File: src/rtl/i2s_rx.sv
// I2S receiver: synchronised serial inputs, slot framing FSM, stereo pair output.
// Optional macro I2S_RX_MONO_EN adds o_data_mono, the arithmetic average of L and R.
module i2s_rx #(
  parameter int DATA_WIDTH = 24,
  parameter int SLOT_WIDTH = 32
) (
  input  logic                  i_clk,
  input  logic                  i_rst,
  input  logic                  i_sclk,
  input  logic                  i_lrck,
  input  logic                  i_sdata,
  output logic [DATA_WIDTH-1:0] o_data_l,
  output logic [DATA_WIDTH-1:0] o_data_r,
  output logic                  o_valid,
`ifdef I2S_RX_MONO_EN
  output logic [DATA_WIDTH-1:0] o_data_mono,
`endif
  output logic                  o_frame_err
);

  // state | meaning
  // IDLE  | no slot framed; waiting for an lrck transition
  // SHIFT | capturing data bits of the current slot, MSB first
  // PAD   | word captured; ignoring remaining bits until lrck changes

  localparam int BW  = $clog2(DATA_WIDTH + 1);
  localparam int SCW = $clog2(2 * SLOT_WIDTH);
  localparam logic [BW-1:0]  BIT_LAST  = BW'(DATA_WIDTH - 1);
  localparam logic [SCW-1:0] SLOT_LOAD = SCW'(2 * SLOT_WIDTH - 1);

  typedef enum logic [1:0] {IDLE, SHIFT, PAD} state_t;

  state_t                state, state_nxt;
  logic                  sclk_s1, sclk_s2, sclk_d;
  logic                  lrck_s1, lrck_s2, lrck_prev;
  logic                  sdata_s1, sdata_s2;
  logic                  sclk_rise, lrck_chg, slot_tc;
  logic [BW-1:0]         bit_cnt;
  logic [SCW-1:0]        slot_cnt;
  logic                  chan;
  logic [DATA_WIDTH-2:0] shift_reg;
  logic [DATA_WIDTH-1:0] word, left_hold;
  logic                  left_have;
  logic                  shift_en, cap_word, start_slot, err;

  always_ff @(posedge i_clk) begin
    if (i_rst) begin
      sclk_s1  <= 1'b0;
      sclk_s2  <= 1'b0;
      sclk_d   <= 1'b0;
      lrck_s1  <= 1'b0;
      lrck_s2  <= 1'b0;
      sdata_s1 <= 1'b0;
      sdata_s2 <= 1'b0;
    end else begin
      sclk_s1  <= i_sclk;
      sclk_s2  <= sclk_s1;
      sclk_d   <= sclk_s2;
      lrck_s1  <= i_lrck;
      lrck_s2  <= lrck_s1;
      sdata_s1 <= i_sdata;
      sdata_s2 <= sdata_s1;
    end
  end

  assign sclk_rise = sclk_s2 & ~sclk_d;
  assign lrck_chg  = sclk_rise & (lrck_s2 != lrck_prev);
  assign slot_tc   = (slot_cnt == '0);
  assign word      = {shift_reg, sdata_s2};

  always_ff @(posedge i_clk) begin
    if (i_rst) state <= IDLE;
    else       state <= state_nxt;
  end

  always_comb begin
    state_nxt  = state;
    shift_en   = 1'b0;
    cap_word   = 1'b0;
    start_slot = 1'b0;
    err        = 1'b0;
    if (sclk_rise) begin
      case (state)
        IDLE: begin
          if (lrck_chg) begin
            state_nxt  = SHIFT;
            start_slot = 1'b1;
          end
        end
        SHIFT: begin
          // A change coinciding with the last data bit completes the word first.
          if (lrck_chg) begin
            state_nxt  = SHIFT;
            start_slot = 1'b1;
            if (bit_cnt == BIT_LAST) begin
              shift_en = 1'b1;
              cap_word = 1'b1;
            end else begin
              err = 1'b1;
            end
          end else if (slot_tc) begin
            state_nxt = IDLE;
            err       = 1'b1;
          end else begin
            shift_en = 1'b1;
            if (bit_cnt == BIT_LAST) begin
              cap_word  = 1'b1;
              state_nxt = PAD;
            end
          end
        end
        PAD: begin
          if (lrck_chg) begin
            state_nxt  = SHIFT;
            start_slot = 1'b1;
          end else if (slot_tc) begin
            state_nxt = IDLE;
            err       = 1'b1;
          end
        end
        default: state_nxt = IDLE;
      endcase
    end
  end

`ifdef I2S_RX_MONO_EN
  logic [DATA_WIDTH:0]   mono_sum;
  logic [DATA_WIDTH-1:0] mono_avg;
  assign mono_sum = {left_hold[DATA_WIDTH-1], left_hold} + {word[DATA_WIDTH-1], word};
  assign mono_avg = DATA_WIDTH'(mono_sum >> 1);
`endif

  always_ff @(posedge i_clk) begin
    if (i_rst) begin
      lrck_prev   <= 1'b0;
      bit_cnt     <= '0;
      slot_cnt    <= '0;
      chan        <= 1'b0;
      shift_reg   <= '0;
      left_hold   <= '0;
      left_have   <= 1'b0;
      o_data_l    <= '0;
      o_data_r    <= '0;
      o_valid     <= 1'b0;
      o_frame_err <= 1'b0;
`ifdef I2S_RX_MONO_EN
      o_data_mono <= '0;
`endif
    end else begin
      o_valid     <= 1'b0;
      o_frame_err <= err;
      if (sclk_rise) lrck_prev <= lrck_s2;
      if (shift_en) begin
        shift_reg <= word[DATA_WIDTH-2:0];
        bit_cnt   <= bit_cnt + BW'(1);
      end
      // slot timeout is a down-counter reloaded on every lrck transition
      if (start_slot) begin
        bit_cnt  <= '0;
        slot_cnt <= SLOT_LOAD;
        chan     <= lrck_s2;
      end else if (sclk_rise && !slot_tc) begin
        slot_cnt <= slot_cnt - SCW'(1);
      end
      if (err) left_have <= 1'b0;
      if (cap_word) begin
        if (!chan) begin
          left_hold <= word;
          left_have <= 1'b1;
        end else if (left_have) begin
          o_data_l  <= left_hold;
          o_data_r  <= word;
          o_valid   <= 1'b1;
          left_have <= 1'b0;
`ifdef I2S_RX_MONO_EN
          o_data_mono <= mono_avg;
`endif
        end
      end
    end
  end

endmodule
File: config.mk
export PLATFORM = sky130hd
export DESIGN_NAME = i2s_rx
export DESIGN_NICKNAME = d
export VERILOG_FILES = /design/src/rtl/i2s_rx.sv
export SDC_FILE = /design/constraint.sdc
export NUM_CORES = 1
export LEC_CHECK = 0
export CELL_PAD_IN_SITES_DETAIL_PLACEMENT = 1
export CELL_PAD_IN_SITES_GLOBAL_PLACEMENT = 1
export CORE_UTILIZATION = 27
export DETAILED_ROUTE_END_ITERATION = 6
export PLACE_DENSITY_LB_ADDON = 0.1
export SYNTH_ARGS = -nofsm -noshare
export SYNTH_HDL_FRONTEND = slang
export SYNTH_SLANG_ARGS = --single-unit
File: constraint.sdc
create_clock -name i_clk -period 4.4 [get_ports i_clk]
set_clock_uncertainty 0.15 [all_clocks]
set_input_delay 0.66 -clock i_clk [delete_from_list [all_inputs] [get_ports i_clk]]
set_output_delay 0.66 -clock i_clk [all_outputs]
set_load 0.05 [all_outputs]
==> results by group, run 1 <==
Status
  – Run status: finished clean

Routing
  – Vias: a little under 4,000
  – Wire length per cell: 16.8 µm
  – Post-detailed-route count of antenna-violating nets: 0
  – Via density: 4.98
  – First-pass iteration count of the detailed router: 4
  – Drc violations: 0
  – Wirelength, routed: ~13 mm
  – Starting DRT DRC Count: 187

STA
  – Fin worst setup slack: 1.49 ns
  – Min cycle time layout: 2.91 ns
  – Setup tns final: 0 ns
  – Slew Viols, Final: 0
  – Max_slew headroom: 0.318
  – Final hold vios: 0
  – Setup violations, final: 0
  – Hold_ws: 0.285 ns
  – Final period util: 0.661
  – Achievable Freq: 0.344 GHz
  – Unrepaired setup endpoints after global routing: false
  – Worst-Margin Slew: 1.02 ns

Synthesis
  – Seq/Total Area, Yosys: 0.493
  – #FFs+latches synth: 120
  – Most used DFF post-synth: dfxtp_1
  – Synth top area share: 0.493
  – Post-synthesis cell type count: 45
  – Yosys warnings: 0
  – Syn Area/Cell: 9.39 µm²
  – Post-Syn Instances: 519
  – Async S/R FF share, synth: 0
  – EDFF count, synth: 0
  – Area leader, netlist: dfxtp_1
  – Cell Area, Synth: 4870 µm²
  – Ranking of synthesized cells by area: dfxtp_1 49%, a31o_2 7.0%, nor4_1 6.8%
  – Syn nets: 530

CTS
  – Post-CTS setup buffer count: 0
  – Htree depth: 4
  – Clock Pin Slew Worst Setup and Hold Paths: roughly 0.06 ns
  – Clock latency on the worst-skew pair: roughly 0.42 ns
  – Post-CTS Resized: 0
  – CTS sink cnt: 120
  – CTS buffer count: 17
  – CTS tree: done
  – Post-CTS Hold Fix Bufs: 0
  – Root Driver: clkbuf_16
  – CTS max path bufs: 2

Worst setup path
  – R2r endpoint: o_data_r[9]
  – FF-to-FF setup slack: 1.49 ns
  – Worst reg2reg startpoint: bit_cnt[1]
  – R2R depth: 6
  – Largest fanout on the critical path: 52
  – Crit path from: bit_cnt[1]
  – Setup CP Type: flop to flop
  – Startpoint Class: flop
  – WP data required: 4.56 ns
  – CP Capture Type: flop
  – Crit path capture: o_data_r[9]
  – Critical path arrival: 3.07 ns

GRT
  – Vias in the first global route: 3,986
  – First-pass GRT wire length: 21.5 mm
  – Total Routing Usage GR: 0.152
  – Gr ovfl total: 0
  – Largest net degree at the start of global routing: 81
  – Antenna violations before repair: 0

Placement
  – Placer Congestion: 0.738
  – Post-DP Area: around 5600 µm²
  – Place WS: 1.47 ns
  – DP Cell Count: between 700 and 800
  – Hpwl dp: ~8.2 mm
  – PortBufs: 54

Worst hold path
  – HP Start: sdata_s1
  – Hold Path Class: flop to flop

Cells and area
  – Filler Cells Inserted: ~2,000
  – Biggest registers after layout: left_hold x24, o_data_l x24, o_data_r x24
  – Ant diodes: 0
  – Share of cells above drive strength 1: 0.161
  – Non-Filler Instances: between 700 and 800
  – Nets: 564
  – Post-layout util: 0.354
  – Fin area: 6190 µm²
  – P&R area growth vs syn: 27.1%

Flow run
  – MaxCap Viol Count: 0

Floorplan
  – Starting Density: 0.279
  – Die Ht: 136 µm
  – Die area: 18,600 µm²
  – I/O pin cnt: 55
  – Core Rows: 48
  – Core area: 17,500 µm²
  – Die W: 136 µm

Power
  – Pleak: between 2 and 2.5 nW
  – Power per cell area: 438 nW/µm²
  – Maximum VDD drop: 0.000280 V
  – Pwr Total: 2.71 mW
==> kinds of logic after synthesis <==
logic type	Yosys count	share of synthesized area
compound gates	120	0.170
xor+xnor	6	0.0123
flops	120	0.493
simple gates	180	0.197
mux	30	0.0619
buf+inv	57	0.0509
fa+ha+maj	6	0.0154
==> worst min path at each step <==
stage               slack, ns       end  depth (start not counted)
floorplan                0.26   lrck_s2                          1
global placement         0.27   sclk_s2                          1
detailed placement       0.28   sclk_s2                          1
CTS                      0.29  sdata_s2                          1
global route             0.30   lrck_s2                          1
finish                   0.29  sdata_s2                          1
==> metal layers <==
metal | part of all wire | GRT usage
met1 | 0.56 | 0.220
met2 | 0.40 | 0.212
met3 | 0.031 | 0.0377
met4 | 0.015 | 0.0593
met5 | 0 | 0
==> critical path: stages, from the launching register on <==
cell	delay [ns]
dfxtp_1	0.36
ha_1	0.21
nand4b_1	0.27
or2_2	0.74
or3_1	0.52
buf_4	0.26
a31o_2	0.28
==> placed cells by master (no fill, tap or decap), types with 9 or more instances in the layout <==
master	netlist	routed
dfxtp_1	120	120
nand2_1	62	62
clkdlybuf4s50_1	0	54
nor4_1	53	53
a31o_2	39	39
a21oi_1	35	35
mux2i_1	29	29
nand3_1	28	28
o21ai_0	25	25
clkbuf_16	0	17
nor2b_1	9	9
a31o_1	9	9
buf_4	3	9
==> power by group <==
| part | leakage [nW] | internal, mW | switching (mW) |
|---|---|---|---|
| registers | 0.968 | 1.09 | 0.00710 |
| clock network | 0.299 | 0.934 | 0.513 |
| logic | 0.788 | 0.0364 | 0.126 |
| total | 2.05 | 2.07 | 0.646 |
==> synthesized netlist by cell type, drive strengths merged (3+ instances only) <==
cell type and count:
dfxtp 120, nand2 62, nor4 53, a31o 48
clkbuf 37, a21oi 35, mux2i 29, nand3 28
o21ai 25, buf 12, nor2b 9, inv 7
ha 6, nand2b 6, nor2 4, o211ai 4
nor3 3, nor3b 3, xnor2 3, xor2 3
==> cell type report <==
type	count	area [µm²]	area share
flip-flops and latches	120	2400	0.388
multi-input cells	342	2230	0.361
repair buffers	64	628	0.101
clock buffers	21	470	0.0760
well taps	225	282	0.0455
clock inverters	11	146	0.0236
inverters	8	30.0	0.00485
(Power assumes the default switching activity.)
==> run 2: changes to the inputs <==
==> constraint.sdc (replaced) <==
create_clock -name i_clk -period 2.9 [get_ports i_clk]
set_clock_uncertainty 0.15 [all_clocks]
set_input_delay 0.435 -clock i_clk [delete_from_list [all_inputs] [get_ports i_clk]]
set_output_delay 0.435 -clock i_clk [all_outputs]
set_load 0.05 [all_outputs]
==> run 2 against run 1 <==
  * Hold slack improved by 0.0060 ns
  * Global-route usage rose by 0.10 points
  * Critical endpoint is now o_data_l[7]
  * First-iteration DRC count is 17% higher
  * Critical path depth down 1
==> results by group, run 2 (synthesis gave the netlist of run 1 again) <==
STA
  – Final hold vios: 0 (unchanged)
  – Achievable Freq: 0.411 GHz (+20%)
  – Hold_ws: 0.291 ns (+0.00598 ns)
  – Min cycle time layout: 2.43 ns (-0.479 ns)
  – Setup tns final: 0 ns (unchanged)
  – Final period util: 0.838 (+0.177)
  – Unrepaired setup endpoints after global routing: false
  – Worst-Margin Slew: 0.782 ns (-0.242 ns)
  – Setup violations, final: 0 (unchanged)
  – Slew Viols, Final: 0 (unchanged)
  – Max_slew headroom: 0.479 (+0.161)

CTS
  – CTS sink cnt: 120 (unchanged)
  – CTS tree: done
  – Clock Pin Slew Worst Setup and Hold Paths: 0.05 ns (about the same)
  – Root Driver: clkbuf_16
  – Post-CTS Hold Fix Bufs: 0 (unchanged)
  – Htree depth: 4 (unchanged)
  – Clock latency on the worst-skew pair: 0.41 ns (about the same)
  – CTS buffer count: 17 (unchanged)
  – Post-CTS setup buffer count: 0 (unchanged)
  – CTS max path bufs: 2 (unchanged)
  – Post-CTS Resized: 0 (unchanged)

Floorplan
  – Die W: 136 µm (unchanged)
  – Die Ht: 136 µm (unchanged)
  – Core Rows: 48 (unchanged)
  – I/O pin cnt: 55 (unchanged)
  – Core area: 17,500 µm² (unchanged)
  – Die area: 18,600 µm² (unchanged)
  – Starting Density: 0.279 (unchanged)

Cells and area
  – Nets: 569 (+0.89%)
  – Non-Filler Instances: 796 (+0.63%)
  – Share of cells above drive strength 1: 0.165 (+0.00385)
  – Most common cell after layout, fill and taps aside: dfxtp_1
  – Biggest registers after layout: left_hold x24, o_data_l x24, o_data_r x24
  – P&R area growth vs syn: 28.2%
  – Filler Cells Inserted: 1,955 (-0.36%)
  – Fin area: 6240 µm² (+0.87%)
  – Ant diodes: 0 (unchanged)
  – Most frequent cells in the layout: 120 x dfxtp_1, 62 x nand2_1, 54 x clkdlybuf4s50_1

Placement
  – Post-DP Area: 5650 µm² (+1.3%)
  – PortBufs: 54 (unchanged)
  – Placer Congestion: 0.775 (+5.1%)
  – DP Cell Count: 764 (+0.66%)
  – Hpwl dp: 8.54 mm (+4.4%)

Flow run
  – MaxCap Viol Count: 0 (unchanged)

Routing
  – First-pass iteration count of the detailed router: 4 (unchanged)
  – Vias: 3,955 (+0.43%)
  – Wire length per cell: 16.5 µm (-1.9%)
  – Starting DRT DRC Count: 218 (+17%)
  – Via density: 4.97 (-0.20%)
  – Drc violations: 0 (unchanged)
  – Wirelength, routed: 13.1 mm (-1.3%)
  – Post-detailed-route count of antenna-violating nets: 0 (unchanged)

Worst hold path
  – Hold Path Class: flop to flop

Worst setup path
  – Critical path arrival: 2.58 ns (-0.49 ns)
  – WP data required: 3.05 ns (-1.51 ns)
  – Largest fanout on the critical path: 24 (-54%)
  – Setup CP Type: flop to flop
  – Startpoint Class: flop
  – CP Capture Type: flop

GRT
  – Vias in the first global route: 3,953 (-0.83%)
  – First-pass GRT wire length: 21.6 mm (+0.42%)
  – Gr ovfl total: 0 (unchanged)
  – Total Routing Usage GR: 0.153 (+0.000996)
  – Largest net degree at the start of global routing: 56 (-31%)
  – Antenna violations before repair: 0 (unchanged)

Power
  – Maximum VDD drop: 0.000397 V (+42%)
  – Power per cell area: 648 nW/µm² (+48%)
  – Pleak: 2.09 nW (+1.5%)

Status
  – Run status: finished clean
## run 2: cell count changes in the layout (fill, tap and decap cells not counted)
cell       change
buf_4          +2
clkinv_4       -3
buf_12         +3
bufinv_16      -1
clkbuf_1       +2
clkbuf_8       +2
## run 2: metrics by stage
| step | util | setup WS [ns] | power [mW] |
|---|---|---|---|
| 2_1_floorplan | - | 0.543 | 1.89 |
| 3_3_place_gp | 0.323 | 0.486 | 1.98 |
| 3_5_place_dp | 0.323 | 0.451 | 1.98 |
| 4_1_cts | 0.357 | 0.439 | 4.11 |
| 5_1_grt | 0.357 | 0.310 | 4.22 |
| 6_report | 0.357 | 0.470 | 4.04 |
## run 2: worst max-delay path, stage by stage (launching register included)
cell	delay, ns
dfxtp_1	0.44
nor2b_1	0.53
a211oi_4	0.22
or3_1	0.52
buf_12	0.20
a31o_2	0.24
## run 2: final cells by class
class,instances,area [µm²],share of cell area
clock buffers,25,505,0.0809
repair buffers,69,703,0.113
flip-flops and latches,120,2400,0.385
multi-input cells,342,2230,0.357
well taps,225,282,0.0451
clock inverters,7,90.1,0.0144
inverters,8,30.0,0.00481
## run 2: layer usage
metal | GRT usage | vias to the layer above | routed length (µm)
met5 | 0 | - | 0
met2 | 0.202 | 71 | 5040
met4 | 0.0667 | 0 | 223
met1 | 0.229 | 1883 | 7350
li1 | - | 1985 | -
met3 | 0.0358 | 16 | 496
## run 2: power by group
| part | internal [mW] | switching (mW) | total [mW] |
|---|---|---|---|
| Combinational | 0.0758 | 0.196 | 0.272 |
| Clock | 1.37 | 0.726 | 2.10 |
| Sequential | 1.66 | 0.0110 | 1.67 |
| Total | 3.11 | 0.933 | 4.04 |
## run 2: final timing paths
path	start	to	slack (ns)	cells after the start
worst max-delay path	sclk_s2	o_data_l[7]	0.47	5
worst min-delay path	sclk_s1	sclk_s2	0.29	1
worst max register to register	sclk_s2	o_data_l[7]	0.47	5
worst min register to register	sclk_s1	sclk_s2	0.29	1
==> run 3: changes to the inputs <==
==> constraint.sdc (replaced) <==
create_clock -name i_clk -period 2 [get_ports i_clk]
set_clock_uncertainty 0.15 [all_clocks]
set_input_delay 0.3 -clock i_clk [delete_from_list [all_inputs] [get_ports i_clk]]
set_output_delay 0.3 -clock i_clk [all_outputs]
set_load 0.05 [all_outputs]
==> run 3 against run 2 <==
  * Largest cell class is now multi-input combinational cells
  * Global-route usage is 1.7 points higher
  * Flip-flop and latch count stayed put
  * Design area is 17% higher
  * Critical endpoint is now o_data_l[2]
  * Critical path depth is 2 higher
  * Fmax is 16% higher
  * Clock power is 56% higher
  * Clock-buffer cell count is 5 lower
  * Total power is 60% higher
  * Critical path type unchanged
  * Register-to-register slack worse by 0.57 ns
  * First-iteration DRC count is 7.3% lower
  * The flow now finishes with violations (setup timing)
==> results by group, run 3 (synthesis gave the netlist of run 1 again) <==
Status
  – Failing checks: setup timing
  – Run status: finished, violations left

Floorplan
  – Core area: 17,500 µm² (unchanged)
  – Core Rows: 48 (unchanged)
  – Starting Density: 0.279 (unchanged)
  – Die W: 136 µm (unchanged)
  – Die Ht: 136 µm (unchanged)
  – Die area: 18,600 µm² (unchanged)
  – I/O pin cnt: 55 (unchanged)

Power
  – Internal power: 4.91 mW (+58%)
  – Power per cell area: 881 nW/µm² (+36%)
  – Combinational fraction of design power: 0.119 (+0.052)
  – Pleak: 2.81 nW (+35%)
  – Pwr Total: 6.46 mW (+60%)
  – Net Sw Power: 1.55 mW (+66%)
  – Sw Ratio: 0.239 (+0.00874)
  – Maximum VDD drop: 0.000605 V (+52%)
  – Clock power share: 0.506 (-0.013)
  – Sequential share of power: 0.374 (-0.040)

Placement
  – PortBufs: 54 (unchanged)
  – Hpwl dp: 9.46 mm (+11%)
  – Placer Congestion: 0.769 (-0.74%)
  – Post-DP Area: 6080 µm² (+7.7%)

Worst setup path
  – Startpoint Class: flop
  – CP Capture Type: flop
  – Largest fanout on the critical path: 12 (-50%)
  – WP data required: 2.16 ns (-0.89 ns)
  – Critical path arrival: 2.26 ns (-0.32 ns)
  – Setup CP Type: flop to flop

STA
  – Final period util: 1.05 (+0.210)
  – Final hold vios: 0 (unchanged)
  – Worst-Margin Slew: 0.581 ns (-0.200 ns)
  – Slew Viols, Final: 0 (unchanged)
  – Hold_ws: 0.286 ns (-0.00563 ns)
  – Unrepaired setup endpoints after global routing: true
  – Min cycle time layout: 2.10 ns (-0.335 ns)
  – Setup tns final: -3.99 ns (-3.99 ns)
  – Setup violations, final: 70 (+70)
  – Achievable Freq: 0.477 GHz (+16%)
  – Fin worst setup slack: -0.0958 ns (-0.565 ns)
  – Max_slew headroom: 0.612 (+0.134)

Cells and area
  – Biggest registers after layout: left_hold x24, o_data_l x24, o_data_r x24
  – Reg area: 2400 µm² (+0.10%)
  – Most common cell after layout, fill and taps aside: dfxtp_1
  – P&R area growth vs syn: 50.6%
  – Most frequent cells in the layout: 118 x dfxtp_1, 92 x buf_4, 62 x nand2_1
  – Filler Cells Inserted: 1,937 (-0.92%)
  – Post-layout util: 0.420 (+0.0624)
  – Ant diodes: 0 (unchanged)
  – Share of cells above drive strength 1: 0.336 (+0.171)
  – Fin area: 7340 µm² (+17%)
  – Multi-input gate area: 2460 µm² (+10%)
  – Nets: 644 (+13%)

GRT
  – Largest net degree at the start of global routing: 52 (-7.1%)
  – Gr ovfl total: 0 (unchanged)
  – Antenna violations before repair: 0 (unchanged)
  – Total Routing Usage GR: 0.169 (+0.0166)
  – Vias in the first global route: 4,259 (+7.7%)
  – First-pass GRT wire length: 23.8 mm (+10%)

CTS
  – CTS sink cnt: 120 (unchanged)
  – Post-CTS Hold Fix Bufs: 0 (unchanged)
  – Clock Pin Slew Worst Setup and Hold Paths: 0.06 ns (about the same)
  – CTS tree: done
  – Htree depth: 4 (unchanged)
  – Clock latency on the worst-skew pair: 0.42 ns (about the same)
  – CTS buffer count: 17 (unchanged)
  – CTS max path bufs: 2 (unchanged)
  – Root Driver: clkbuf_16

Routing
  – Post-detailed-route count of antenna-violating nets: 0 (unchanged)
  – Vias: 4,375 (+11%)
  – Via density: 5.02 (+1.1%)
  – Wire length per cell: 18.2 µm (+10%)
  – Drc violations: 0 (unchanged)
  – Wirelength, routed: 15.8 mm (+21%)
  – Starting DRT DRC Count: 202 (-7.3%)
  – First-pass iteration count of the detailed router: 4 (unchanged)

Worst hold path
  – Hold Path Class: flop to flop

Flow run
  – MaxCap Viol Count: 0 (unchanged)
==> run 3: changes by cell type in the layout (fill, tap and decap cells not counted), moves of 10 or more <==
cell	previous run	this run
clkdlybuf4s50_1	54	5
a31o_4	0	15
buf_12	4	14
buf_4	11	92
a31o_2	39	24
dlygate4sd2_1	0	16
==> run 3: layout make-up <==
class / count / area share
sequential: 120 / 0.328
clock buffer: 20 / 0.0623
tap: 225 / 0.0384
multi-input combinational: 342 / 0.335
inverter: 8 / 0.00409
clock inverter: 12 / 0.0235
timing repair buffer: 144 / 0.208
==> run 3: per-layer routing <==
| layer | GRT usage | routed length, µm | vias to the layer above |
|---|---|---|---|
| met2 | 0.233 | 6740 | 93 |
| li1 | - | - | 2150 |
| met5 | 0 | 0 | - |
| met3 | 0.0377 | 639 | 18 |
| met1 | 0.248 | 8140 | 2114 |
| met4 | 0.0735 | 300 | 0 |
==> run 3: per-stage QoR <==
step / setup WS [ns] / instances
after floorplan: -0.180 / 519
after global placement: -0.0623 / 817
after detailed placement: -0.111 / 817
after CTS: -0.102 / 856
after global routing: -0.146 / 871
final: -0.0958 / 871
==> run 3: final timing paths <==
path              startpoint          end  slack, ns  depth (start not counted)
setup / recovery    state[1]  o_data_l[2]       -0.1                          7
hold / removal      sdata_s1     sdata_s2       0.29                          1
setup reg to reg    state[1]  o_data_l[2]       -0.1                          7
hold reg to reg     sdata_s1     sdata_s2       0.29                          1
==> run 3: power by group through the flow <==
stage                     Clock, mW  Combinational [mW]  Sequential (mW)
after floorplan                   0               0.271             2.47
after global placement            0               0.456             2.47
after detailed placement          0               0.462             2.47
after CTS                      3.34               0.649             2.42
after global routing           3.44               0.820             2.42
final                          3.27               0.771             2.42
==> run 3: what timing repair did <==
| item | in CTS | in global routing |
|---|---|---|
| pin swaps | 4 | 23 |
| resized for setup | 23 | 34 |
| gates cloned | 4 | 8 |
| setup buffers | 3 | 8 |
| setup endpoints to repair | 83 | 105 |
==> run 3: critical path: stages (launching register included) <==
cell       delay (ns)
dfxtp_1          0.31
inv_1            0.10
ha_4             0.16
nand3b_4         0.08
or2_4            0.26
or3_4            0.48
clkbuf_16        0.21
a31o_2           0.23
